==> src/rtl/esp32_prog_sequencer.sv <==
// rtl/esp32_prog_sequencer.sv - DTR/RTS auto-program sequencer for ESP32 EN/IO0 reset and bootloader entry
module esp32_prog_sequencer #(
    parameter int T_EN_LOW   = 2500000,
    parameter int T_IO0_HOLD = 1250000,
    parameter int T_SETTLE   = 250000,
    parameter int CNT_W      = 32
) (
    input  logic clk_25mhz,
    input  logic rst,
    input  logic i_start,
    input  logic i_boot,
    output logic o_ndtr,
    output logic o_nrts,
    output logic o_busy,
    output logic o_done
);

    typedef enum logic [1:0] {
        IDLE   = 2'd0,
        EN_LOW = 2'd1,
        BOOT   = 2'd2,
        SETTLE = 2'd3
    } state_t;

    localparam logic [CNT_W-1:0] EN_LAST     = CNT_W'(T_EN_LOW - 1);
    localparam logic [CNT_W-1:0] IO0_LAST    = CNT_W'(T_IO0_HOLD - 1);
    localparam logic [CNT_W-1:0] SETTLE_LAST = CNT_W'(T_SETTLE - 1);

    state_t           state;
    state_t           state_nxt;
    logic [CNT_W-1:0] cnt;
    logic [CNT_W-1:0] cnt_nxt;
    logic             mode;
    logic             mode_nxt;
    logic             ndtr_nxt;
    logic             nrts_nxt;
    logic             busy_nxt;
    logic             done_nxt;

    always_ff @(posedge clk_25mhz) begin
        if (rst) begin
            state  <= IDLE;
            cnt    <= '0;
            mode   <= 1'b0;
            o_ndtr <= 1'b1;
            o_nrts <= 1'b1;
            o_busy <= 1'b0;
            o_done <= 1'b0;
        end else begin
            state  <= state_nxt;
            cnt    <= cnt_nxt;
            mode   <= mode_nxt;
            o_ndtr <= ndtr_nxt;
            o_nrts <= nrts_nxt;
            o_busy <= busy_nxt;
            o_done <= done_nxt;
        end
    end

    // Next state; each phase ends on the cycle its counter reaches its last value.
    always_comb begin
        state_nxt = state;
        mode_nxt  = mode;
        done_nxt  = 1'b0;
        case (state)
            IDLE: begin
                if (i_start) begin
                    state_nxt = EN_LOW;
                    mode_nxt  = i_boot;
                end
            end
            EN_LOW: begin
                if (cnt == EN_LAST) begin
                    state_nxt = mode ? BOOT : SETTLE;
                end
            end
            BOOT: begin
                if (cnt == IO0_LAST) begin
                    state_nxt = SETTLE;
                end
            end
            SETTLE: begin
                if (cnt == SETTLE_LAST) begin
                    state_nxt = IDLE;
                    done_nxt  = 1'b1;
                end
            end
            default: begin
                state_nxt = IDLE;
            end
        endcase
    end

    // Counter restarts at zero on every phase entry and rests at zero while idle.
    always_comb begin
        cnt_nxt = '0;
        if (state_nxt == state && state != IDLE) begin
            cnt_nxt = cnt + CNT_W'(1);
        end
    end

    // Line levels are decoded from the next state so they change on the same edge
    // as the state; EN_LOW->BOOT flips both bits together and 00 is never produced.
    always_comb begin
        ndtr_nxt = 1'b1;
        nrts_nxt = 1'b1;
        busy_nxt = 1'b1;
        case (state_nxt)
            IDLE: begin
                busy_nxt = 1'b0;
            end
            EN_LOW: begin
                nrts_nxt = 1'b0;
            end
            BOOT: begin
                ndtr_nxt = 1'b0;
            end
            SETTLE: begin
                ndtr_nxt = 1'b1;
                nrts_nxt = 1'b1;
            end
            default: begin
                busy_nxt = 1'b0;
            end
        endcase
    end

endmodule

==> config.mk <==
export PLATFORM = sky130hd
export DESIGN_NAME = esp32_prog_sequencer
export DESIGN_NICKNAME = d
export VERILOG_FILES = /design/src/rtl/esp32_prog_sequencer.sv
export SDC_FILE = /design/constraint.sdc
export NUM_CORES = 1
export LEC_CHECK = 0
export ABC_AREA = 1
export BUFFER_PORTS_ARGS = -buffer_cell sky130_fd_sc_hd__buf_2
export CAP_MARGIN = 15
export CORE_MARGIN = 1
export CORE_UTILIZATION = 55
export DETAILED_ROUTE_END_ITERATION = 16
export PLACE_DENSITY = 0.74
export SLEW_MARGIN = 20
export SYNTH_ARGS = -nofsm -noshare
export SYNTH_HDL_FRONTEND = slang
export SYNTH_SLANG_ARGS = --single-unit
==> constraint.sdc <==
create_clock -name clk_25mhz -period 2.18 [get_ports clk_25mhz]
set_clock_uncertainty 0.2 [all_clocks]
set_input_delay 0.327 -clock clk_25mhz [delete_from_list [all_inputs] [get_ports clk_25mhz]]
set_output_delay 0.327 -clock clk_25mhz [all_outputs]
set_load 0.01 [all_outputs]
==> results of run 1 <==
==> critical path: stages (launching register included) <==
cell	delay, ps
dfxtp_1	370
ha_4	150
nand2_4	70
nor2_8	170
nand3_2	80
nor2_2	130
nand2_1	60
nand2_1	70
nand3_2	90
nand3_4	90
nand2_2	100
nand2_8	140
clkbuf_16	200
nor2_4	40
==> final cells by class <==
type | instances | area (µm²)
clock buffer | 7 | 76.3
clock inverter | 1 | 5.00
fill | 404 | 1580
inverter | 62 | 233
multi-input combinational | 253 | 1520
sequential | 39 | 782
tap | 52 | 65.1
timing repair buffer | 14 | 148
==> routing by layer <==
| metal | wire length [µm] | up-vias | GRT usage | part of all wire |
|---|---|---|---|---|
| li1 | - | 1126 | - | - |
| met1 | 2410 | 1008 | 0.295 | 0.44 |
| met2 | 2580 | 40 | 0.384 | 0.48 |
| met3 | 247 | 19 | 0.0404 | 0.046 |
| met4 | 178 | 0 | 0.0956 | 0.033 |
| met5 | 0 | - | 0 | 0 |
==> cells by family (layout without fill, tap and decap cells) <==
group,after synthesis,in the layout,share of synthesized area
AND/OR/NAND/NOR,224,224,0.485
buffers and inverters,65,84,0.111
flip-flops,39,39,0.306
XOR/XNOR,26,26,0.0891
AO/OA/AOI/OAI,2,2,0.00391
adder cells (fa/ha/maj),1,1,0.00490
==> synthesized netlist by cell type, types with 2 or more instances <==
master | number | area (µm²)
buf_12 | 2 | 40.0
dfxtp_1 | 39 | 781
inv_1 | 56 | 210
inv_2 | 6 | 22.5
nand2_1 | 81 | 304
nand2_2 | 5 | 31.3
nand3_1 | 18 | 90.1
nand3_2 | 6 | 60.1
nand4_1 | 6 | 37.5
nor2_1 | 41 | 154
nor2_2 | 15 | 93.8
nor2_4 | 21 | 236
nor3_1 | 15 | 75.1
nor3_2 | 6 | 60.1
nor4_1 | 3 | 18.8
xor2_1 | 25 | 219
==> cell usage in the layout, fill, tap and decap left out, types with 7 or more instances in the layout <==
master    n
nand2_1  81
inv_1    56
nor2_1   41
dfxtp_1  38
xor2_1   25
nor2_4   21
nand3_1  18
nor3_1   15
nor2_2   15
buf_2     7
==> flip-flops by register name, indices dropped and copies added (netlist names) <==
register	count
o_done	1
o_busy	1
state	2
o_ndtr	1
cnt	32
mode	1
o_nrts	1
==> worst max path at each step <==
| stage | start | end | cells after the start |
|---|---|---|---|
| 6_report | cnt[1] | cnt[9] | 13 |
| 5_1_grt | cnt[14] | cnt[9] | 11 |
| 4_1_cts | cnt[0] | cnt[29] | 10 |
| 3_5_place_dp | cnt[0] | cnt[29] | 10 |
| 3_3_place_gp | cnt[0] | cnt[30] | 10 |
| 2_1_floorplan | cnt[0] | cnt[12] | 13 |
==> timing repair <==
action | in CTS | in global routing
endpoints found under the setup margin | 0 | 29
setup buffers | 0 | 2
resized for setup | 0 | 7
==> metrics by stage <==
| stage | setup slack (ps) | util | instance area, µm² | TNS (ps) |
|---|---|---|---|---|
| after floorplan | 285 | - | 2550 | 0 |
| after detailed placement | 54.6 | 0.601 | 2650 | 0 |
| after CTS | 40.8 | 0.619 | 2730 | 0 |
| after global routing | -4.68 | 0.641 | 2830 | -4.68 |
| final | 118 | 0.641 | 2830 | 0 |
| after global placement | 133 | 0.601 | 2650 | 0 |
==> report_power, final <==
part | internal, mW | total (mW) | leakage (nW) | switching (mW)
logic | 0.0261 | 0.0669 | 0.646 | 0.0409
clock network | 0.225 | 0.472 | 0.0422 | 0.247
registers | 0.718 | 0.720 | 0.315 | 0.00280
total | 0.968 | 1.26 | 1.00 | 0.291
==> impl_metrics.env, run 1 <==
export IMPL_finalHoldViolations=0
export IMPL_fin_crit_ps=2060
export IMPL_cts_tree="built"
export IMPL_worstPathArrival_ps=2040
export IMPL_syn_avg_cell_area_um2=7.16
export IMPL_port_buffers=7
export IMPL_drive_gt1_frac=0.231
export IMPL_setup_viol=0
export IMPL_r2r_end="cnt[9]"
export IMPL_rows=24
export IMPL_critPathLaunchType="flop"
export IMPL_antenna_found_initial=0
export IMPL_die_w_um=70.2
export IMPL_synth_edf_count=0
export IMPL_yosysWarnings=0
export IMPL_hold_end="mode"
export IMPL_via_count=2193
export IMPL_ys_ff_latch=39
export IMPL_stdcell_count=428
export IMPL_cts_buffers=5
export IMPL_die_height_um=70.2
export IMPL_firstDrtPassIters=4
export IMPL_initial_core_util=0.579
export IMPL_worstSkewPairLatency_ps=290
export IMPL_core_um2=4410
export IMPL_grt_max_degree=16
export IMPL_grt_pass1_wl_um=9120
export IMPL_hold_slack_ps=52.6
export IMPL_grt_pass1_vias=2049
export IMPL_r2r_setup_slack_ps=120
export IMPL_cts_max_level=2
export IMPL_dp_hpwl_um=4130
export IMPL_crit_type="flop to flop"
export IMPL_clk_root_buffer_cell="clkbuf_8"
export IMPL_ys_types=28
export IMPL_end_kind="flop"
export IMPL_top_level_ports=8
export IMPL_hold_depth=2
export IMPL_viasPerCell=5.12
export IMPL_path_max_fanout=8
export IMPL_synth_main_ff_cell="dfxtp_1"
export IMPL_power_total_mw=1.26
export IMPL_worst_pin_slew_ps=520
export IMPL_ff2ff_path_depth=13
export IMPL_min_period_over_period=0.946
export IMPL_status="finished, final reports clean"
export IMPL_power_density_nw_per_um2=445
export IMPL_drcViolationCount=0
export IMPL_clockBufferDepth=2
export IMPL_fin_nets=380
export IMPL_gr_usage_all_layers=0.231
export IMPL_wl_um=5410
export IMPL_die_area_um2=4920
export IMPL_rr_startpoint="cnt[1]"
export IMPL_fmax_mhz=485
export IMPL_slew_headroom=0.648
export IMPL_drtIter0Drc=88
export IMPL_required_ps=2160
export IMPL_drtAntennaViolNets=0
export IMPL_synthesis_nets=362
export IMPL_ys_seq_area_frac=0.306
export IMPL_hp_class="input port to flop"
export IMPL_async_flop_share=0
export IMPL_p_leak_nw=1.00
export IMPL_dp_cells=416
export IMPL_cts_hold_buf=0
export IMPL_irDropWorstVdd_uv=401
export IMPL_wl_per_cell_um=12.6
export IMPL_slew_violations=0
export IMPL_overflow=0
export IMPL_worstHoldStart="rst"
export IMPL_path_clk_slew_ps=80
export IMPL_gp_congestion=0.919
export IMPL_cts_sinks=39
export IMPL_num_antenna_cells=0
export IMPL_area_delta_synth_final_pct=10.8
export IMPL_syn_area_um2=2550
export IMPL_maxCapViolations=0
export IMPL_syn_instance_count=357
No activity file was read; power rests on OpenSTA's default activity.
==> inputs of run 2 (changes only) <==
Settings changed: CORE_UTILIZATION 55 to 50, PLACE_DENSITY 0.74 to 0.68, TNS_END_PERCENT set to 5.
==> run 2 against run 1 <==
Compared with the run above: clock power increased by 3%; flip-flop and latch count unchanged; critical path depth unchanged; largest cell class unchanged.
==> impl_metrics.env, run 2 (synthesis gave the netlist of run 1 again) <==
export IMPL_status="finished, final reports clean"
export IMPL_irDropWorstVdd_uv=364
export IMPL_clockBufferDepth=2
export IMPL_port_buffers=7
export IMPL_antenna_found_initial=0
export IMPL_crit_buf_inv=1
export IMPL_fin_crit_ps=2060
export IMPL_multi_input_area_um2=1510
export IMPL_finalHoldViolations=0
export IMPL_critical_path_top_delay_family="simple AND/OR/NAND/NOR gates"
export IMPL_drive_gt1_frac=0.242
export IMPL_via_count=2158
export IMPL_hp_class="input port to flop"
export IMPL_crit_type="flop to flop"
export IMPL_drtAntennaViolNets=0
export IMPL_core_um2=4820
export IMPL_drcViolationCount=0
export IMPL_fin_nets=380
export IMPL_cts_sinks=39
export IMPL_cp_depth=13
export IMPL_hold_depth=2
export IMPL_area_delta_synth_final_pct=11.3
export IMPL_power_total_mw=1.27
export IMPL_finalSetupTns_ps=0
export IMPL_initial_core_util=0.530
export IMPL_grt_pass1_wl_um=8940
export IMPL_rows=25
export IMPL_largest_register="cnt"
export IMPL_cts_buffers=5
export IMPL_die_w_um=73.5
export IMPL_wl_per_cell_um=12.4
export IMPL_worst_pin_slew_ps=457
export IMPL_top_level_ports=8
export IMPL_clk_root_buffer_cell="clkbuf_8"
export IMPL_wl_um=5480
export IMPL_dp_cells=431
export IMPL_slew_headroom=0.693
export IMPL_cts_tree="built"
export IMPL_maxCapViolations=0
export IMPL_required_ps=2170
export IMPL_layout_common_cells="nand2_1, inv_1, nor2_1"
export IMPL_regArea_um2=783
export IMPL_setup_viol=0
export IMPL_post_route_util=0.590
export IMPL_ff2ff_path_depth=13
export IMPL_path_max_fanout=8
export IMPL_end_kind="flop"
export IMPL_stdcell_count=443
export IMPL_viasPerCell=4.87
export IMPL_worstPathArrival_ps=2060
export IMPL_grt_max_degree=17
export IMPL_drtIter0Drc=134
export IMPL_dp_hpwl_um=4170
export IMPL_firstDrtPassIters=4
export IMPL_path_clk_slew_ps=80
export IMPL_grt_pass1_vias=1970
export IMPL_overflow=0
export IMPL_mostFrequentLayoutCell="nand2_1"
export IMPL_num_antenna_cells=0
export IMPL_p_leak_nw=1.01
export IMPL_power_density_nw_per_um2=446
export IMPL_critPathLaunchType="flop"
export IMPL_crit_slowest_cell="dfxtp_2"
export IMPL_worstSkewPairLatency_ps=300
export IMPL_die_height_um=73.5
export IMPL_gr_usage_all_layers=0.221
export IMPL_gp_congestion=0.875
export IMPL_hold_slack_ps=28.3
export IMPL_die_area_um2=5400
export IMPL_largest_register_ffs=32
export IMPL_min_period_over_period=0.946
export IMPL_cts_max_level=2
export IMPL_top_regs="cnt: 32 flops, state: 2 flops"
export IMPL_slew_violations=0
export IMPL_max_stage_delay_ps=360
export IMPL_n_fill_cell=497
export IMPL_crit_chain="ha_4 -> nand2_4 -> nor2_8 -> nand3_2 -> nor2_2 -> nand2_1 -> nand2_1 -> nand3_2 -> nand3_4 -> nand2_2 -> nand2_4 -> clkbuf_16 -> nor2_4"
export IMPL_fmax_mhz=485
[run 2: final cells by class]
| type | instances | area share |
|---|---|---|
| clock buffer | 6 | 0.0255 |
| clock inverter | 2 | 0.00440 |
| inverter | 62 | 0.0819 |
| multi-input combinational | 253 | 0.531 |
| sequential | 39 | 0.276 |
| tap | 67 | 0.0295 |
| timing repair buffer | 14 | 0.0519 |
[run 2: final timing paths]
check	start	endpoint	slack, ps
setup / recovery	cnt[0]	cnt[8]	120
setup reg to reg	cnt[0]	cnt[8]	120
hold / removal	rst	o_done	30
hold reg to reg	cnt[0]	cnt[0]	240
[run 2: per-stage QoR]
step,instance area (µm²),worst slack [ps]
6_report,2840,117
5_1_grt,2840,-9.24
3_5_place_dp,2670,79.3
3_3_place_gp,2670,158
2_1_floorplan,2550,285
4_1_cts,2760,65.8
[run 2: worst reg2reg max path: cells and delay by family, from the launching register on]
family	cells	cell delay (ps)
AND/OR/NAND/NOR	11	1050
flip-flops	1	360
buffers and inverters	1	210
adder cells (fa/ha/maj)	1	150
[run 2: timing repair]
item                                    4_1_cts  5_1_grt
hold buffers                                  0        0
hold endpoints to repair                      0        0
endpoints found under the setup margin        0       32
gates resized for setup                       0        8
buffers inserted                              0        2
[run 2: where the power goes]
part	total, mW	switching [mW]	internal (mW)
Combinational	0.0609	0.0369	0.0240
Sequential	0.720	0.00251	0.717
Clock	0.488	0.264	0.224
[run 2: routing by layer]
layer	vias to the layer above	wire [µm]	global-route usage
li1	1121	-	-
met1	998	2590	0.287
met2	32	2630	0.353
met3	7	176	0.0686
met4	0	78	0.0598
met5	-	0	0
